===== config.mk =====
export PLATFORM = sky130hd
export DESIGN_NAME = uart_rx_mv
export DESIGN_NICKNAME = d
export VERILOG_FILES = /design/src/rtl/uart_rx_mv.sv
export SDC_FILE = /design/constraint.sdc
export NUM_CORES = 1
export LEC_CHECK = 0
export CORE_MARGIN = 2
export CORE_UTILIZATION = 56
export CTS_BUF_LIST = sky130_fd_sc_hd__clkbuf_4
export DETAILED_ROUTE_END_ITERATION = 16
export PLACE_DENSITY = 0.86
export SLEW_MARGIN = 20
export SYNTH_ARGS = -nofsm -noshare
export SYNTH_HDL_FRONTEND = slang
export SYNTH_SLANG_ARGS = --single-unit
export TNS_END_PERCENT = 5

===== constraint.sdc =====
create_clock -name clk -period 1.8 [get_ports clk]
set_input_delay 0.36 -clock clk [delete_from_list [all_inputs] [get_ports clk]]
set_output_delay 0.36 -clock clk [all_outputs]
set_load 0.005 [all_outputs]

===== src/rtl/uart_rx_mv.sv =====
// 8N1 serial receiver: 2-flop synchronizer, 3-sample majority vote around mid-bit,
// false-start rejection, sticky framing/overrun flags and a ready/ready_clr handshake.
module uart_rx_mv #(
  parameter int OVERSAMPLE = 16,
  parameter int DATA_BITS  = 8
) (
  input  logic                 clk,
  input  logic                 rst,
  input  logic                 rx,
  input  logic                 rx_clk_en,
  input  logic                 ready_clr,
  output logic                 ready,
  output logic [DATA_BITS-1:0] data_out,
  output logic                 frame_err,
  output logic                 overrun
);

  localparam int CW = $clog2(OVERSAMPLE);
  localparam int IW = (DATA_BITS > 1) ? $clog2(DATA_BITS) : 1;
  localparam logic [CW-1:0] MID      = CW'(OVERSAMPLE / 2);
  localparam logic [CW-1:0] MID_M1   = CW'(OVERSAMPLE / 2 - 1);
  localparam logic [CW-1:0] MID_P1   = CW'(OVERSAMPLE / 2 + 1);
  localparam logic [CW-1:0] CNT_LAST = CW'(OVERSAMPLE - 1);
  localparam logic [IW-1:0] IDX_LAST = IW'(DATA_BITS - 1);

  typedef enum logic [1:0] {IDLE, START, DATA, STOP} state_t;

  state_t               state, state_n;
  logic                 rx_meta, rxs;
  logic [CW-1:0]        cnt, cnt_n;
  logic [IW-1:0]        idx, idx_n;
  logic [DATA_BITS-1:0] shift, shift_n;
  logic                 smp_a, smp_a_n, smp_b, smp_b_n;
  logic                 ready_n, frame_err_n, overrun_n;
  logic [DATA_BITS-1:0] data_out_n;
  logic                 vote;

  // Third vote input is the live sample on the MID+1 tick.
  assign vote = (smp_a & smp_b) | (smp_a & rxs) | (smp_b & rxs);

  always_comb begin
    state_n     = state;
    cnt_n       = cnt;
    idx_n       = idx;
    shift_n     = shift;
    smp_a_n     = smp_a;
    smp_b_n     = smp_b;
    data_out_n  = data_out;
    ready_n     = ready & ~ready_clr;
    frame_err_n = frame_err & ~ready_clr;
    overrun_n   = overrun & ~ready_clr;

    if (rx_clk_en) begin
      if (state != IDLE) begin
        cnt_n = (cnt == CNT_LAST) ? '0 : cnt + CW'(1);
        if (cnt == MID_M1) smp_a_n = rxs;
        if (cnt == MID)    smp_b_n = rxs;
      end
      case (state)
        IDLE: begin
          // The detecting tick is tick 0 of the start bit.
          if (!rxs) begin
            state_n = START;
            cnt_n   = CW'(1);
          end
        end
        START: begin
          if (cnt == MID_P1 && vote) begin
            state_n = IDLE;
            cnt_n   = '0;
          end else if (cnt == CNT_LAST) begin
            state_n = DATA;
            idx_n   = '0;
          end
        end
        DATA: begin
          if (cnt == MID_P1) shift_n = {vote, shift[DATA_BITS-1:1]};
          if (cnt == CNT_LAST) begin
            if (idx == IDX_LAST) state_n = STOP;
            else                 idx_n   = idx + IW'(1);
          end
        end
        STOP: begin
          // Leave on the vote tick so the next start edge is caught early.
          if (cnt == MID_P1) begin
            state_n = IDLE;
            cnt_n   = '0;
            if (vote) begin
              data_out_n = shift;
              ready_n    = 1'b1;
              if (ready && !ready_clr) overrun_n = 1'b1;
            end else begin
              frame_err_n = 1'b1;
            end
          end
        end
        default: state_n = IDLE;
      endcase
    end
  end

  always_ff @(posedge clk) begin
    if (rst) begin
      rx_meta   <= 1'b1;
      rxs       <= 1'b1;
      state     <= IDLE;
      cnt       <= '0;
      idx       <= '0;
      shift     <= '0;
      smp_a     <= 1'b1;
      smp_b     <= 1'b1;
      ready     <= 1'b0;
      data_out  <= '0;
      frame_err <= 1'b0;
      overrun   <= 1'b0;
    end else begin
      rx_meta   <= rx;
      rxs       <= rx_meta;
      state     <= state_n;
      cnt       <= cnt_n;
      idx       <= idx_n;
      shift     <= shift_n;
      smp_a     <= smp_a_n;
      smp_b     <= smp_b_n;
      ready     <= ready_n;
      data_out  <= data_out_n;
      frame_err <= frame_err_n;
      overrun   <= overrun_n;
    end
  end

endmodule


-- Word level (Yosys, flattened, before mapping)
Index checks and enable logic that the tools add are counted.
- bits in registers: 32
- add/sub/neg operators: 2
- equality and inequality tests: 16
- multiplexer cells: 31
- bitwise logic cells: 9
- reduce and logical (&&, ||, !) cells: 12
- operators by type and width (kind ; count):
    $mux W4 ; 5
    $ne A2 B2 Y1 const B ; 7
    $mux W1 ; 13
    $eq A4 B4 Y1 const B ; 3
    $mux W2 ; 6
    $mux W3 ; 4
    $pmux W4 S3 ; 1
    $reduce_and A6 Y1 ; 2
    $reduce_and A3 Y1 ; 3
    $pmux W2 S4 ; 1
    $and A1 B1 Y1 ; 6
    $pmux W3 S2 ; 1
    $add A4 B1 Y4 const B ; 1
    $eq A2 B2 Y1 const B ; 2
    $eq A4 B3 Y1 const B ; 1
    $reduce_and A4 Y1 ; 1
    $reduce_bool A2 Y1 ; 2
    $add A3 B1 Y3 const B ; 1
    $eq A3 B3 Y1 const B ; 1
    $ne A3 B3 Y1 const B ; 1
    $eq A2 B1 Y1 const B ; 1
    $logic_and A1 B1 Y1 ; 2
    $logic_not A2 Y1 ; 1
    $or A1 B1 Y1 ; 2
    2 further kinds ; 2

-- Longest topological paths before layout
Gate-level depths: netlist of run 1.
- depth in word-level cells: 7
- gate-level depth with buffers: 7
- mapped depth without buffers: 6

-- Least setup slack after synthesis of run 1
No wires, ideal clock.
- path kind: register to register
- start: reg cnt[1]
- end: reg idx[0]
- setup time: 0.121 ns
- data arrival time: 1.538 ns
- data required time: 1.679 ns
- slack: 0.141 ns
- stages on the path, launching flop included: 7
- period minus slack after synthesis: 1.659 ns
- path through: dfxtp_1 -> inv_1 -> ha_1 -> and3b_4 -> and3_1 -> o31a_1 -> mux2_4
- word-level cells in the longest chain between the ends: 4
- elaborated cells on any way between the ends: 7
- classes of those cells: eq/ne (5); reduce/logical (2)
- RTL lines (element ; line ; text):
    start: declaration ; 30 ; logic [CW-1:0] cnt, cnt_n;
    start signal: assignment ; 120 ; cnt <= cnt_n;
    $eq A4 B4 Y1 ; 68 ; if (cnt == MID_P1 && vote) begin
    $logic_and A1 B1 Y1 ; 68 ;
    $ne A2 B2 Y1 (no line) ; - ;
    $reduce_and A6 Y1 (no line) (*) ; - ;
    end signal: assignment ; 121 ; idx <= idx_n;
    end: declaration ; 31 ; logic [IW-1:0] idx, idx_n;
Mark *: on every way between the ends. The rest lies on a longest branch, timed or not.
A chain may end at the register's enable or synchronous reset.

-- Final worst setup path of run 1
Same ends and word-level chain as after synthesis.

==> impl_metrics.tcl, run 1 <==
set metrics [dict create \
    outcome "finished clean" \
    power_frac_clock_pct 40.7 \
    slew_headroom_pct 71.09 \
    power.internal_mw 1.034 \
    place_worst_setup_slack_ns -0.08833 \
    synth_seq_area_share_pct 44.95 \
    drv_slew 0 \
    hpwl_um 2320 \
    crit_path_start_kind "flip-flop" \
    netSwitchingPower_mw 0.2964 \
    gp_congestion 0.8461 \
    postSynthAreaPerCell_um2 9.438 \
    nNetsFinal 187 \
    overflow 0 \
    synth_most_common_cell "dfxtp_1" \
    crit_path_end_kind "flip-flop" \
    p_total_mw 1.330 \
    seq_power_share_pct 54.2 \
    cts_max_level 2 \
    worstMarginPinSlew_ns 0.4330 \
    cts_setup_buffers 0 \
    grt_pass1_vias 1115 \
    synthFlopType "dfxtp_1" \
    cts_buffers 5 \
    fin_crit_ns 1.710 \
    clk_path_buf_depth 2 \
    fmaxAchievable_mhz 584.7 \
    avgViaCountPerCell 5.764 \
    cts_root_buffer "clkbuf_4" \
    synth_commonest_cells "dfxtp_1, nor2_1, mux2i_1, nand2_1" \
    combPwrFrac_pct 5.0 \
    netlist_area_mm2 0.001425 \
    rsz0062_at_grt "no" \
    switching_share_pct 22.28 \
    synth_top_area_cell "dfxtp_1" \
    core-area_mm2 0.002455 \
    routed_wl_um 3100 \
    r2r_cells 6 \
    die_area_mm2 0.002964 \
    dr_wl_met3_um 138 \
    dieWidth_um 54.45 \
    ctsHoldBuffers 0 \
    yosys_warnings 0 \
    drive_gt1_share_pct 17.42 \
    maxCapViolCount 0 \
    antenna_left 0 \
    placedCellCount 200 \
    synthTopCellsByArea "dfxtp_1, mux2i_1, nor2_1" \
    setup_viol 0 \
    wl_met2_um 1672 \
    grt_pass1_wl_um 4623 \
    syn_to_final_growth_pct 23.88 \
    wl_per_cell_um 14.90 \
    drt_iter0_markers 22 \
    vias 1199 \
    hold_viol 0 \
    power.density_mw_per_mm2 753.6 \
    port_buffers 15 \
    critical_path_required_ns 2.03 \
    cts_tree "yes" \
    holdCritStartpoint "rx_meta$_SDFF_PP1_" \
    antenna_found_initial 0 \
    initial_core_util_pct 58.05 \
    io_pins 16 \
    drt-met1-wl_um 1196 \
    r2r_start "cnt[1]$_SDFFE_PP0P_" \
    final_cell_count_no_fill 208 \
    synth_top_area_share_pct 44.95 \
    clkSlewWorstSetupHoldPaths_ns 0.10 \
    cts_sinks 32 \
    nFillCells 167 \
    finClkSkew_ns 0.004874 \
    grt_max_degree 21 \
    crit_arrival_ns 1.94 \
    drc 0 \
    top_layer "met4" \
    multiInputGateArea_um2 734.5 \
    diodes 0 \
    synth_cell_types 36 \
    leakagePower_nw 0.7583 \
    grt_usage_pct 22.70 \
    ys_ff_latch 32 \
    rows 18 \
    hold_class "reg2reg" \
    cp_max_fo 5 \
    post-route-util_pct 71.92 \
    period_share_pct 95.01 \
    regArea_um2 641.9 \
    synth-edff-count 0 \
    synthArstFlopShare_pct 0 \
    critPathLaunch "cnt[1]$_SDFFE_PP0P_" \
    hold_depth 1 \
    ir_drop_uv 732.8 \
    netlist_instances 151 \
    syn-num-nets 161 \
    drt-pass1-iter-count 4 \
    layout_setup_ws_ns 0.08979 \
    die_h_um 54.45 \
    clkLatencyLatePin_ns 0.34 \
    crit_type "reg2reg" \
]
[metrics by stage]
stage	hold WS, ns	area (um^2)	setup TNS, ns
floorplan	0.3895	1425	0
global placement	0.3914	1678	0
detailed placement	0.3933	1678	-0.2097
CTS	0.4176	1759	0
global route	0.4266	1765	0
finish	0.4152	1765	0
[per-layer routing]
metal / global-route usage, % / up-vias
met5: 0 / -
met4: 13.33 / 0
met3: 6.557 / 13
met2: 40.96 / 35
met1: 22.96 / 566
li1: - / 585
[critical path: stages (launching register included)]
cell and delay (ns):
dfxtp_2 0.37, inv_1 0.08, ha_1 0.22, and3b_4 0.22, and3_1 0.18, o31a_1 0.28
mux2_4 0.27
[final timing paths]
kind	to	slack [ns]
worst min register to register	rxs$_SDFF_PP1_	0.42
worst min-delay path	rxs$_SDFF_PP1_	0.42
worst max register to register	idx[0]$_SDFFE_PP0P_	0.09
worst max-delay path	idx[0]$_SDFFE_PP0P_	0.09
[repair_timing]
item,4_1_cts,5_1_grt
resized for setup,1,1
setup endpoints to repair,1,3
pin swaps,0,1
[cells by family (layout without fill, tap and decap cells)]
family | count (synthesis) | count (layout) | share of synthesized area, %
and+or+nand+nor | 53 | 53 | 19.58
DFF | 32 | 32 | 44.95
AOI/OAI and AO/OA | 27 | 27 | 12.73
muxes | 18 | 18 | 12.99
buffers and inverters | 14 | 41 | 3.951
adders and majority gates | 6 | 6 | 5.180
xor gates and xnor gates | 1 | 1 | 0.6147
[flip-flops by register name, indices dropped and copies added, names as in the netlist, named ones only]
register,cells
cnt,4
data_out,8
frame_err,1
idx,3
overrun,1
ready,1
rx_meta,1
rxs,1
shift,8
smp_a,1
smp_b,1
state,1
[power groups by stage]
| stage | Sequential [mW] | Clock (mW) | Combinational [mW] |
|---|---|---|---|
| 2_1_floorplan | 0.733 | 0 | 0.0384 |
| 3_3_place_gp | 0.736 | 0 | 0.0624 |
| 3_5_place_dp | 0.737 | 0 | 0.0665 |
| 4_1_cts | 0.721 | 0.554 | 0.0669 |
| 5_1_grt | 0.722 | 0.583 | 0.0722 |
| 6_report | 0.721 | 0.542 | 0.0670 |
[final cells by class]
| cell class | count | share of cell area [%] |
|---|---|---|
| multi-input combinational | 105 | 41.60 |
| timing repair buffer | 26 | 13.89 |
| clock buffer | 5 | 2.126 |
| inverter | 7 | 1.488 |
| clock inverter | 3 | 2.410 |
| tap | 30 | 2.126 |
| sequential | 32 | 36.36 |
[cell usage in the layout (no fill, tap or decap), types with 2 or more instances in the layout]
| cell | Yosys | layout |
|---|---|---|
| dfxtp_1 | 32 | 31 |
| nor2_1 | 22 | 22 |
| mux2i_1 | 17 | 17 |
| clkdlybuf4s50_1 | 0 | 15 |
| buf_4 | 0 | 10 |
| nand2_1 | 8 | 8 |
| inv_1 | 7 | 7 |
| o21ai_0 | 7 | 7 |
| a21oi_1 | 5 | 5 |
| ha_1 | 5 | 5 |
| clkbuf_4 | 0 | 5 |
| and3_1 | 4 | 4 |
| nand3_1 | 4 | 4 |
| nor3_1 | 4 | 4 |
| a31oi_1 | 3 | 3 |
| or2_2 | 2 | 2 |
| nand2b_1 | 2 | 2 |
| a22o_2 | 2 | 2 |
| a32oi_1 | 2 | 2 |
Note: power is estimated with default switching activity, not from simulation.
==> inputs of run 2 (changes only) <==
--- a/config.mk
+++ b/config.mk
@@ -5,6 +5,7 @@
 export SDC_FILE = /design/constraint.sdc
 export NUM_CORES = 1
 export LEC_CHECK = 0
+export CAP_MARGIN = 10
 export CORE_MARGIN = 2
 export CORE_UTILIZATION = 56
 export CTS_BUF_LIST = sky130_fd_sc_hd__clkbuf_4
==> results of run 2 <==
Same layout as run 1: the final DEF is identical, and so are final timing and power.
==> inputs of run 3 (changes only) <==
--- a/config.mk
+++ b/config.mk
@@ -10,6 +10,7 @@
 export CORE_UTILIZATION = 56
 export CTS_BUF_LIST = sky130_fd_sc_hd__clkbuf_4
 export DETAILED_ROUTE_END_ITERATION = 16
+export HOLD_SLACK_MARGIN = 0.03
 export PLACE_DENSITY = 0.86
 export SLEW_MARGIN = 20
 export SYNTH_ARGS = -nofsm -noshare
==> constraint.sdc (replaced) <==
create_clock -name clk -period 2.19 [get_ports clk]
set_input_delay 0.438 -clock clk [delete_from_list [all_inputs] [get_ports clk]]
set_output_delay 0.438 -clock clk [all_outputs]
set_load 0.005 [all_outputs]
==> impl_metrics.tcl, run 3 (synthesis results as in run 1) <==
set metrics [dict create \
    cts_sinks 32 \
    grt_pass1_wl_um 4554 \
    core-area_mm2 0.002455 \
    drive_gt1_share_pct 12.87 \
    clkSlewWorstSetupHoldPaths_ns 0.10 \
    overflow 0 \
    clk_path_buf_depth 2 \
    power.density_mw_per_mm2 647.5 \
    hold_class "reg2reg" \
    wl_per_cell_um 14.78 \
    cts_tree "yes" \
    drt-pass1-iter-count 5 \
    fin_crit_ns 1.806 \
    leakagePower_nw 0.7251 \
    fmaxAchievable_mhz 553.6 \
    cp_max_fo 5 \
    drc 0 \
    grt_usage_pct 21.97 \
    place_worst_setup_slack_ns 0.2057 \
    dieWidth_um 54.45 \
    slew_headroom_pct 70.94 \
    port_buffers 15 \
    cts_buffers 5 \
    diodes 0 \
    critical_path_required_ns 2.42 \
    crit_path_start_kind "flip-flop" \
    rsz0062_at_grt "no" \
    cts_max_level 2 \
    outcome "finished clean" \
    io_pins 16 \
    cts_root_buffer "clkbuf_4" \
    top_regs "data_out x8, shift x8, cnt x4" \
    crit_arrival_ns 2.03 \
    setup_tns_ns 0 \
    setup_viol 0 \
    initial_core_util_pct 58.05 \
    antenna_left 0 \
    regArea_um2 640.6 \
    ctsHoldBuffers 0 \
    placed_cell_area_mm2 0.001613 \
    fin_area_mm2 0.001693 \
    final_cell_mix "dfxtp_1, nor2_1, mux2i_1" \
    final_cell_count_no_fill 201 \
    rows 18 \
    die_area_mm2 0.002964 \
    clkLatencyLatePin_ns 0.33 \
    antenna_found_initial 0 \
    crit_type "reg2reg" \
    drv_slew 0 \
    routed_wl_um 2971 \
    die_h_um 54.45 \
    maxCapViolCount 0 \
    avgViaCountPerCell 5.697 \
    layout_setup_ws_ns 0.3837 \
    drt_iter0_markers 29 \
    finClkSkew_ns 0.006485 \
    layout_commonest_cell "dfxtp_1" \
    post_cts_resized 0 \
    p_total_mw 1.096 \
    crit_path_end_kind "flip-flop" \
    gp_congestion 0.8586 \
    nFillCells 178 \
    nNetsFinal 180 \
    syn_to_final_growth_pct 18.79 \
    grt_pass1_vias 1065 \
    grt_max_degree 22 \
    multiInputGateArea_um2 728.2 \
    period_share_pct 82.48 \
    cts_setup_buffers 0 \
    worstMarginPinSlew_ns 0.4319 \
    hold_viol 0 \
    placedCellCount 193 \
    hpwl_um 2054 \
    ir_drop_uv 584.0 \
    vias 1145 \
]
==> run 3: changes by cell type in the layout (fill, tap and decap cells not counted), sizes merged <==
cell / before / now
clkinvlp: 1 / 0
clkbuf: 5 / 6
buf: 11 / 4
==> run 3: worst paths after layout <==
path	startpoint	endpoint	slack (ns)	cells past startpoint
worst max-delay path	cnt[1]$_SDFFE_PP0P_	cnt[0]$_SDFFE_PP0P_	0.38	6
worst min-delay path	rx_meta$_SDFF_PP1_	rxs$_SDFF_PP1_	0.42	1
worst max register to register	cnt[1]$_SDFFE_PP0P_	cnt[0]$_SDFFE_PP0P_	0.38	6
worst min register to register	rx_meta$_SDFF_PP1_	rxs$_SDFF_PP1_	0.42	1
==> run 3: power breakdown <==
group          switching (mW)  internal [mW]  leakage (nW)
clock                   0.204          0.252        0.0456
sequential            0.00715          0.586         0.258
combinational          0.0277         0.0195         0.421
==> run 3: through the flow <==
stage | util (%) | hold WS, ns
final | 68.96 | 0.4176
after global routing | 68.96 | 0.4254
after CTS | 68.96 | 0.4176
after detailed placement | 65.70 | 0.3932
after global placement | 65.70 | 0.3937
after floorplan | - | 0.3895
==> run 3: layout make-up <==
class | instances | share of cell area [%]
clock buffers | 6 | 2.661
clock inverters | 2 | 2.069
inverters | 7 | 1.552
multi-input cells | 105 | 43.02
flip-flops and latches | 32 | 37.84
well taps | 30 | 2.217
repair buffers | 19 | 10.64
==> run 3: routing by layer <==
layer / up-vias / global-route usage (%) / routed length, um
met2: 35 / 36.35 / 1465
met5: - / 0 / 0
li1: 567 / - / -
met4: 0 / 9.583 / 20
met1: 539 / 25.04 / 1332
met3: 4 / 8.470 / 152
==> run 3: critical path: stages, from the launching register on <==
cell and delay, ns:
dfxtp_1 0.39, inv_1 0.09, ha_1 0.23, and3b_4 0.23, o221ai_1 0.36, a31oi_1 0.15, a211oi_1 0.27
